==> src/rtl/fft_frame_ctrl_pkg.sv <==
// Shared definitions for the FFT frame sequencer: FSM state encodings.
package fft_frame_ctrl_pkg;

   localparam logic [1:0] ST_IDLE  = 2'd0;
   localparam logic [1:0] ST_RUN   = 2'd1;
   localparam logic [1:0] ST_FLUSH = 2'd2;

endpackage

==> src/rtl/fft_frame_ctrl_counter.sv <==
// Generic enabled counter: steps by 2**LSB, reloads IV after reaching ECV.
module fft_frame_ctrl_counter #(
   parameter int            WL  = 6,
   parameter logic [WL-1:0] IV  = '0,
   parameter int            LSB = 0,
   parameter logic [WL-1:0] ECV = '1
) (
   input  logic          iCLK,
   input  logic          iRSTn,
   input  logic          iCLR,
   input  logic          iEN,
   output logic [WL-1:0] oCNT,
   output logic          oEND
);

   localparam logic [WL-1:0] STEP = {{(WL-1){1'b0}}, 1'b1} << LSB;

   logic [WL-1:0] r_cnt;

   // Count register with synchronous clear and terminal-value reload
   always_ff @(posedge iCLK or negedge iRSTn) begin
      if (!iRSTn) begin
         r_cnt <= IV;
      end else if (iCLR) begin
         r_cnt <= IV;
      end else if (iEN) begin
         if (r_cnt == ECV) begin
            r_cnt <= IV;
         end else begin
            r_cnt <= r_cnt + STEP;
         end
      end else begin
         r_cnt <= r_cnt;
      end
   end

   assign oCNT = r_cnt;
   assign oEND = iEN & (r_cnt == ECV);

endmodule

==> src/rtl/fft_frame_ctrl.sv <==
// Frame sequencer for the radix-2 SDF pipeline FFT: input indexing, butterfly
// selects, pipeline fill tracking, output flagging and zero-sample flush.
module fft_frame_ctrl
   import fft_frame_ctrl_pkg::*;
#(
   parameter int LOG2N = 6,
   parameter int LAT   = 66,
   parameter int LW    = 8
) (
   input  logic             iCLK,
   input  logic             iRSTn,
   input  logic             iCLR,
   input  logic             iSTART,
   input  logic             iVALID,
   output logic             oEN,
   output logic             oZERO,
   output logic [LOG2N-1:0] oCNT,
   output logic [LOG2N-1:0] oSEL,
   output logic             oOUT_VALID,
   output logic [LOG2N-1:0] oOUT_IDX,
   output logic             oOUT_SOF,
   output logic             oOUT_EOF,
   output logic             oBUSY,
   output logic             oERR
);

   localparam int               N        = 1 << LOG2N;
   localparam logic [LOG2N-1:0] LAST_IDX = LOG2N'(N - 1);
   localparam logic [LW-1:0]    LAT_C    = LW'(LAT);
   localparam logic [LW-1:0]    ONE_C    = LW'(1);

   logic [1:0]       r_state;
   logic [LW-1:0]    r_fill;
   logic [LW-1:0]    r_pend;
   logic             r_live;
   logic [1:0]       w_state_nxt;
   logic             w_go, w_start, w_en, w_acc, w_zero, w_out_valid;
   logic             w_cnt_clr, w_cnt_end, w_out_last, w_pend_inc;
   logic [LOG2N-1:0] w_cnt, w_out_idx, w_sel;

   // Outputs stay quiet while in reset, during the first cycle after it, and under clear
   assign w_go    = r_live & ~iCLR;
   assign w_start = w_go & iSTART & iVALID;

   // Per-state datapath enable and sample acceptance
   always_comb begin
      w_en  = 1'b0;
      w_acc = 1'b0;
      case (r_state)
         ST_IDLE: begin
            w_en  = w_start;
            w_acc = w_start;
         end
         ST_RUN: begin
            w_en  = w_go & iVALID;
            w_acc = w_go & iVALID;
         end
         ST_FLUSH: begin
            w_en  = w_go;
            w_acc = w_start;
         end
         default: begin
            w_en  = 1'b0;
            w_acc = 1'b0;
         end
      endcase
   end

   assign w_zero      = w_go & (r_state == ST_FLUSH) & ~w_start;
   assign w_out_valid = w_en & (r_fill == LAT_C);
   assign w_cnt_clr   = iCLR | ((r_state == ST_IDLE) & ~w_start);
   assign w_pend_inc  = w_start & (r_state != ST_RUN);

   fft_frame_ctrl_counter #(
      .WL(LOG2N), .IV('0), .LSB(0), .ECV(LAST_IDX)
   ) u_in_cnt (
      .iCLK(iCLK), .iRSTn(iRSTn), .iCLR(w_cnt_clr), .iEN(w_acc),
      .oCNT(w_cnt), .oEND(w_cnt_end)
   );

   fft_frame_ctrl_counter #(
      .WL(LOG2N), .IV('0), .LSB(0), .ECV(LAST_IDX)
   ) u_out_cnt (
      .iCLK(iCLK), .iRSTn(iRSTn), .iCLR(iCLR), .iEN(w_out_valid),
      .oCNT(w_out_idx), .oEND(w_out_last)
   );

   // Next state; flush only ends on the EOF of the last frame still in flight
   always_comb begin
      w_state_nxt = r_state;
      case (r_state)
         ST_IDLE: begin
            if (w_start) w_state_nxt = ST_RUN;
            else         w_state_nxt = ST_IDLE;
         end
         ST_RUN: begin
            if (w_cnt_end) w_state_nxt = ST_FLUSH;
            else           w_state_nxt = ST_RUN;
         end
         ST_FLUSH: begin
            if (w_start)                              w_state_nxt = ST_RUN;
            else if (w_out_last && (r_pend == ONE_C)) w_state_nxt = ST_IDLE;
            else                                      w_state_nxt = ST_FLUSH;
         end
         default: w_state_nxt = ST_IDLE;
      endcase
   end

   // State, saturating fill level and count of frames not yet fully output
   always_ff @(posedge iCLK or negedge iRSTn) begin
      if (!iRSTn) begin
         r_state <= ST_IDLE;
         r_fill  <= '0;
         r_pend  <= '0;
      end else if (iCLR) begin
         r_state <= ST_IDLE;
         r_fill  <= '0;
         r_pend  <= '0;
      end else begin
         r_state <= w_state_nxt;
         if ((r_state == ST_FLUSH) && (w_state_nxt == ST_IDLE)) begin
            r_fill <= '0;
         end else if (w_en && (r_fill < LAT_C)) begin
            r_fill <= r_fill + ONE_C;
         end else begin
            r_fill <= r_fill;
         end
         r_pend <= r_pend + {{(LW-1){1'b0}}, w_pend_inc} - {{(LW-1){1'b0}}, w_out_last};
      end
   end

   // Marks the controller live one clock after reset release
   always_ff @(posedge iCLK or negedge iRSTn) begin
      if (!iRSTn) r_live <= 1'b0;
      else        r_live <= 1'b1;
   end

   // Stage s selects on the input index bit that halves its span
   always_comb begin
      w_sel = '0;
      for (int s = 0; s < LOG2N; s++) begin
         w_sel[s] = w_cnt[LOG2N-1-s];
      end
   end

   assign oEN        = w_en;
   assign oZERO      = w_zero;
   assign oCNT       = w_cnt;
   assign oSEL       = w_sel;
   assign oOUT_VALID = w_out_valid;
   assign oOUT_IDX   = w_out_idx;
   assign oOUT_SOF   = w_out_valid & (w_out_idx == '0);
   assign oOUT_EOF   = w_out_valid & (w_out_idx == LAST_IDX);
   assign oBUSY      = (r_state != ST_IDLE);
   assign oERR       = w_start & (r_state == ST_RUN) & (w_cnt != '0);

endmodule
==> config.mk <==
export PLATFORM = sky130hd
export DESIGN_NAME = fft_frame_ctrl
export DESIGN_NICKNAME = d
export VERILOG_FILES = /design/src/rtl/fft_frame_ctrl_pkg.sv /design/src/rtl/fft_frame_ctrl_counter.sv /design/src/rtl/fft_frame_ctrl.sv
export SDC_FILE = /design/constraint.sdc
export NUM_CORES = 1
export LEC_CHECK = 0
export ABC_AREA = 0
export CAP_MARGIN = 15
export CORE_MARGIN = 2
export CORE_UTILIZATION = 49
export CTS_CLUSTER_SIZE = 10
export DETAILED_ROUTE_END_ITERATION = 16
export HOLD_SLACK_MARGIN = 0.02
export MAX_ROUTING_LAYER = met4
export PLACE_DENSITY = 0.75
export SETUP_SLACK_MARGIN = 0.2
export SLEW_MARGIN = 20
export SYNTH_ARGS = -nofsm -noshare
export SYNTH_HDL_FRONTEND = slang
export SYNTH_SLANG_ARGS = --single-unit
==> constraint.sdc <==
create_clock -name iCLK -period 2.8 [get_ports iCLK]
set_input_delay 0.7 -clock iCLK [delete_from_list [all_inputs] [get_ports iCLK]]
set_output_delay 0.7 -clock iCLK [all_outputs]
set_load 0.05 [all_outputs]
==> impl_metrics.toml, run 1 <==
[placement]
place_congestion = 0.891
dpl.hpwl_um = 3100
place_ws_ns = -0.462
portBuffers = 29
placed_cells = 308

[power]
power-per-cell-area_mw_per_mm2 = 370
pwr-share-seq_pct = 44.0
switching_share_pct = 30.2
comb_power_share_pct = 24.8
vdd_drop_max_uv = 174
p_clk_share_pct = 31.2
p_int_uw = 764
power_switching_uw = 330
total_power_mw = 1.09
p_leak_nw = 1.26

[synthesis]
synth_edf_count = 0
synth_nets = 246
synth_area_mm2 = 0.00205
post-synth-top-area-fraction_pct = 37.8
synth_compound_area_share_pct = 11.2
yosys.cell_types.count = 48
synth_xor_area_share_pct = 7.26
yosysTopAreaCell = "dfrtp_1"
synthCells = 223
synthTopCellsByCount = "31 x dfrtp_1, 31 x nor2_1, 19 x inv_1"
synth.avg_cell_area_um2 = 9.20
yosys.area_share.simple_pct = 25.0
synthMuxAreaShare_pct = 0
ys_top_cells_by_area = "dfrtp_1 38%, ha_1 10%, nor2_1 5.7%"
synth_top_flop_cell = "dfrtp_1"
synth_top_family_by_area = "simple AND/OR/NAND/NOR gates"
synth-adder-area-share_pct = 11.3
synth_seq_area_share_pct = 37.8
async_flop_share_pct = 100
ys_seq_elements = 31
ys_warn_count = 0

[floorplan]
die_x_um = 68.7
io_pins = 30
fp-row-count = 23
start_util_pct = 51.3
die_y_um = 68.7
coreArea_mm2 = 0.00400
dieArea_mm2 = 0.00472

[critical_path]
worst-setup-path-type = "register to register"
path_cells = "or3_4, nor4_4, nand3_4, nor2_4, ha_4, inv_2, ha_4, fa_2, a21oi_2, o21ai_2, nand2_1, nor4_1, a211o_1"
worst-path-stages = 13
r2r_cells = 13
crit_top_cell = "ha_4"
crit_path_max_incr_delay_ns = 0.41
end_kind = "register"
cp.arrival_ns = 3.00
cp-start-kind = "register"
slowest_stage = "or3_4"
worst-path-buf-inv = 1
crit_fanout = 2
required_ns = 2.97
cp_top_family = "simple AND/OR/NAND/NOR gates"

[cts]
hold_buffers = 0
cts_root_buf = "clkbuf_8"
tritoncts = "yes"
clk_path_buf_depth = 2
cts.clk_slew.worst_paths_ns = 0.07
worstSkewPairLatency_ns = 0.28
cts-buffers-inserted = 5
cts_sinks = 31
htree_levels = 2

[grt]
grt_util_met3_pct = 4.06
antenna_found_initial = 0
gr-total-overflow = 0
grt_pass1_vias = 1759
use_met2_pct = 40.6
grt_usage_pct = 23.6
grt_max_degree = 32
met1_usage_pct = 27.3
grt_pass1_wl_um = 7950
top_usage_layer = "met2"

[timing]
max_freq_ghz = 0.353
skew_ns = 0.00715
relSlewSlack_pct = 66.4
worst_pin_slew_ns = 0.499
fin_crit_ns = 2.83
final_max_slew_viol_count = 0
hold-worst-slack_ns = 0.560
worst_slack_ns = -0.0333
tns_ns = -0.0439
setup_viol = 2
rsz0062_at_grt = "yes"
hold_viol_final = 0
finalCritPeriodShare_pct = 101

[route]
first_pass_iters = 4
detail-route-antenna-nets = 0
drc_errors = 0
wl_um = 5460
dr.first_iter.drc_count = 124
viasPerCell = 5.53
via_count = 1890
wl_per_cell_um = 16.0

[flow_run]
cap_viol_max_count = 0

[layout]
synthToLayoutAreaGrowth_pct = 44.4
antennaDiodeCount = 0
fill_cells = 295
nets = 314
layout.cells.non_filler = 342
drive_gt1_share_pct = 29.8

[min_path]
min_path_cells = 2
min_path_type = "register to register"

[run_status]
violations = "negative setup slack"
status = "finished, violations left"
[per-stage QoR]
| step | util (%) | instance area [um2] |
|---|---|---|
| finish | 74.0 | 2960 |
| global route | 74.0 | 2960 |
| CTS | 70.3 | 2810 |
| detailed placement | 63.6 | 2540 |
| global placement | 63.6 | 2540 |
| floorplan | - | 2090 |
[kinds of logic after synthesis]
family,after synthesis
other,1
XOR/XNOR,17
buffers and inverters,29
AND/OR/NAND/NOR,93
adder cells (fa/ha/maj),18
flip-flops,31
AO/OA/AOI/OAI,34
[layout make-up]
| cell class | count | area, um2 | share of cell area [%] |
|---|---|---|---|
| inverter | 19 | 73.8 | 2.49 |
| timing repair buffer | 71 | 704 | 23.8 |
| tap | 50 | 62.6 | 2.11 |
| sequential | 31 | 782 | 26.4 |
| multi-input combinational | 163 | 1260 | 42.5 |
| clock buffer | 8 | 80.1 | 2.70 |
[metal layers]
| metal | vias to the layer above | routed length, um |
|---|---|---|
| met1 | 922 | 2310 |
| met5 | - | 0 |
| met2 | 55 | 2780 |
| met4 | 0 | 118 |
| met3 | 14 | 250 |
| li1 | 899 | - |
[worst reg2reg max path, stage by stage, from the launching register on]
cell and delay, ns:
dfrtp_1 0.38, or3_4 0.41, nor4_4 0.32, nand3_4 0.15, nor2_4 0.14, ha_4 0.14
inv_2 0.04, ha_4 0.15, fa_2 0.35, a21oi_2 0.15, o21ai_2 0.08, nand2_1 0.11
nor4_1 0.07, a211o_1 0.23
[worst paths after layout]
check                               endpoint  slack [ns]       from
hold / removal                     r_fill[6]        0.56  r_fill[6]
max in group asynchronous  u_out_cnt.oCNT[2]        1.67      iRSTn
setup reg to reg                   r_pend[6]       -0.03  r_fill[5]
hold reg to reg                    r_fill[6]        0.56  r_fill[6]
setup / recovery                   r_pend[6]       -0.03  r_fill[5]
min in group asynchronous   u_in_cnt.oCNT[1]        0.80      iRSTn
[state kept, by name (all words and copies together) (netlist names)]
name,count
u_out_cnt.oCNT,6
u_in_cnt.oCNT,6
r_pend,8
r_fill,8
r_live,1
r_state,2
[power by group through the flow]
stage | sequential (mW) | combinational (mW) | clock (mW)
2_1_floorplan | 0.485 | 0.171 | 0
3_3_place_gp | 0.487 | 0.221 | 0
3_5_place_dp | 0.489 | 0.234 | 0
4_1_cts | 0.480 | 0.244 | 0.344
5_1_grt | 0.483 | 0.295 | 0.370
6_report | 0.481 | 0.272 | 0.341
[layout by cell type, fill, tap and decap left out, types with 5 or more instances in the layout]
master / netlist / layout
nand4_1: 7 / 7
xor2_1: 5 / 5
dfrtp_1: 31 / 26
nor4_1: 5 / 5
buf_4: 6 / 31
buf_12: 0 / 5
buf_6: 2 / 11
nor2b_1: 5 / 5
clkbuf_8: 0 / 5
nor2_1: 31 / 30
dfrtp_2: 0 / 5
a21oi_1: 10 / 8
nand2b_1: 6 / 6
nor3_1: 5 / 5
ha_1: 17 / 13
xnor2_1: 12 / 12
nand2_1: 11 / 11
clkdlybuf4s50_1: 0 / 20
inv_1: 19 / 16
[timing repair]
item / in CTS / in global routing
buffers inserted: 17 / 9
pin swaps: 14 / 18
setup endpoints to repair: 13 / 10
gates cloned: 0 / 0
gates resized for setup: 17 / 20
No activity file was read; power rests on OpenSTA's default activity.
==> inputs of run 2 (changes only) <==
- CORE_UTILIZATION: 49 -> 41
- PLACE_DENSITY: 0.75 -> 0.62
- clock period: 2.8 -> 3.35 ns (I/O delays scaled with it)
==> run 2 against run 1 <==
The run now ends clean. Sequential cell count unchanged. First-iteration DRC count down 36%. Sequential share of layout area grew 2.7 points. Critical endpoint is now oZERO. Largest cell class unchanged. Largest power group unchanged.
==> impl_metrics.toml, run 2 (synthesis results as in run 1) <==
[run_status]
status = "completed"

[placement]
placed_cells = 321
place_ws_ns = -0.135
place_congestion = 0.840
placed_area_mm2 = 0.00251
dpl.hpwl_um = 3010
portBuffers = 29

[layout]
nets = 288
drive_gt1_share_pct = 17.4
final_cell_mix = "31 x dfrtp_1, 30 x nor2_1, 22 x clkdlybuf4s50_1, 19 x inv_1, 17 x ha_1"
layout.cells.non_filler = 332
final_area_mm2 = 0.00266
final_common_cell = "dfrtp_1"
finalCoreUtilization_pct = 55.7
antennaDiodeCount = 0
synthToLayoutAreaGrowth_pct = 29.9
reg_top3 = "r_fill (8), r_pend (8)"

[route]
wl_um = 4170
wl_met1_um = 2070
wl_met3_um = 131
first_pass_iters = 4
detail-route-antenna-nets = 0
wl_met2_um = 1930
drc_errors = 0
wl_per_cell_um = 12.6
via_count = 1674
routed.top_layer = "met4"
viasPerCell = 5.04
dr.first_iter.drc_count = 79

[timing]
final_max_slew_viol_count = 0
worst_slack_ns = 0.277
setup_viol = 0
rsz0062_at_grt = "no"
max_freq_ghz = 0.325
finalCritPeriodShare_pct = 91.7
skew_ns = 0.00848
hold_viol_final = 0
tns_ns = 0
relSlewSlack_pct = 66.6
fin_crit_ns = 3.07
worst_pin_slew_ns = 0.499

[floorplan]
dieArea_mm2 = 0.00558
fp-row-count = 25
io_pins = 30
die_x_um = 74.7
coreArea_mm2 = 0.00479
start_util_pct = 42.8
die_y_um = 74.7

[power]
vdd_drop_max_uv = 256
p_leak_nw = 1.13
power_switching_uw = 250
comb_power_share_pct = 22.1
switching_share_pct = 27.9
p_clk_share_pct = 33.2
p_int_uw = 645
pwr-share-seq_pct = 44.7
power-per-cell-area_mw_per_mm2 = 336

[cts]
htree_levels = 2
cts_sinks = 31
cts.clk_slew.worst_paths_ns = 0.06
cts_root_buf = "clkbuf_8"
cts-buffers-inserted = 5
worstSkewPairLatency_ns = 0.28
clk_path_buf_depth = 2
tritoncts = "yes"
hold_buffers = 0

[critical_path]
end_kind = "output pin"
cp_top_family = "buffers and inverters"
crit_path_max_incr_delay_ns = 0.47
ff2ff_setup_slack_ns = 0.54
crit_fanout = 4
cp.arrival_ns = 2.24
r2r_cells = 13
cp-start-kind = "input pin"
reg2reg_from = "r_fill[2]"
path_cells = "clkdlybuf4s50_1, and2b_2, buf_4, a31oi_4, and2_4, buf_12"
worst-setup-path-type = "input pin to output pin"
r2r_end = "r_pend[6]"
worst-path-buf-inv = 3
crit_path_start = "iCLR"
slowest_stage = "clkdlybuf4s50_1"
required_ns = 2.51

[grt]
grt_pass1_vias = 1582
grt_usage_pct = 17.0
grt_max_degree = 32
gr-total-overflow = 0
antenna_found_initial = 0
grt_pass1_wl_um = 7080

[min_path]
min_path_cells = 2
hold-path-endpoint = "r_fill[6]"
min_from = "r_fill[6]"
min_path_type = "register to register"

[flow_run]
cap_viol_max_count = 0
==> run 2: cell count changes in the layout (fill, tap and decap cells not counted), moves of 3 or more <==
cell | before | now
dfrtp_1 | 26 | 31
ha_1 | 13 | 17
buf_4 | 31 | 15
inv_1 | 16 | 19
ha_4 | 4 | 0
dfrtp_2 | 5 | 0
clkbuf_1 | 3 | 0
buf_6 | 11 | 1
==> run 2: timing repair <==
item	4_1_cts	5_1_grt
pin swaps	1	2
buffers inserted	1	3
setup endpoints to repair	4	7
resized for setup	2	8
==> run 2: cell type report <==
class	instances	area (um2)
fill	448	2120
multi-input combinational	163	1170
clock buffer	6	82.6
sequential	31	776
tap	67	83.8
timing repair buffer	45	477
clock inverter	1	5.00
inverter	19	71.3
==> run 2: how the worst max path moves through the flow <==
| stage | endpoint | slack [ns] | depth (start not counted) |
|---|---|---|---|
| after detailed placement | r_pend[6] | -0.13 | 14 |
| after global routing | oOUT_SOF | 0.20 | 8 |
| after global placement | r_pend[6] | -0.14 | 14 |
| after floorplan | r_pend[6] | 0.14 | 13 |
| final | oZERO | 0.28 | 6 |
| after CTS | oOUT_SOF | 0.19 | 8 |
==> run 2: layer usage <==
metal	track usage (%)	up-vias
met5	-	-
met4	6.55	0
met3	3.61	5
met2	26.0	26
met1	22.3	794
li1	-	849
==> run 2: worst reg2reg max path, delay by kind of cell (launching register included) <==
| kind | cells | cell delay (ns) |
|---|---|---|
| compound gates | 3 | 0.49 |
| fa+ha+maj | 3 | 0.66 |
| buf+inv | 1 | 0.04 |
| flops | 1 | 0.43 |
| simple gates | 6 | 1.08 |
==> run 2: metrics by stage <==
stage	hold slack, ns	total power, mW
finish	0.532	0.895
floorplan	0.485	0.548
global route	0.556	0.943
CTS	0.534	0.903
detailed placement	0.519	0.599
global placement	0.520	0.598
==> run 2: power by group through the flow <==
| stage | logic (mW) | registers, mW | clock network (mW) |
|---|---|---|---|
| floorplan | 0.143 | 0.405 | 0 |
| global placement | 0.191 | 0.407 | 0 |
| detailed placement | 0.192 | 0.407 | 0 |
| CTS | 0.196 | 0.400 | 0.307 |
| global route | 0.225 | 0.402 | 0.317 |
| finish | 0.198 | 0.400 | 0.297 |
==> inputs of run 3 (changes only) <==
- CTS_CLUSTER_SIZE: 10 -> default
==> results of run 3 <==
No change in the layout: final DEF, timing and power equal those of run 2.
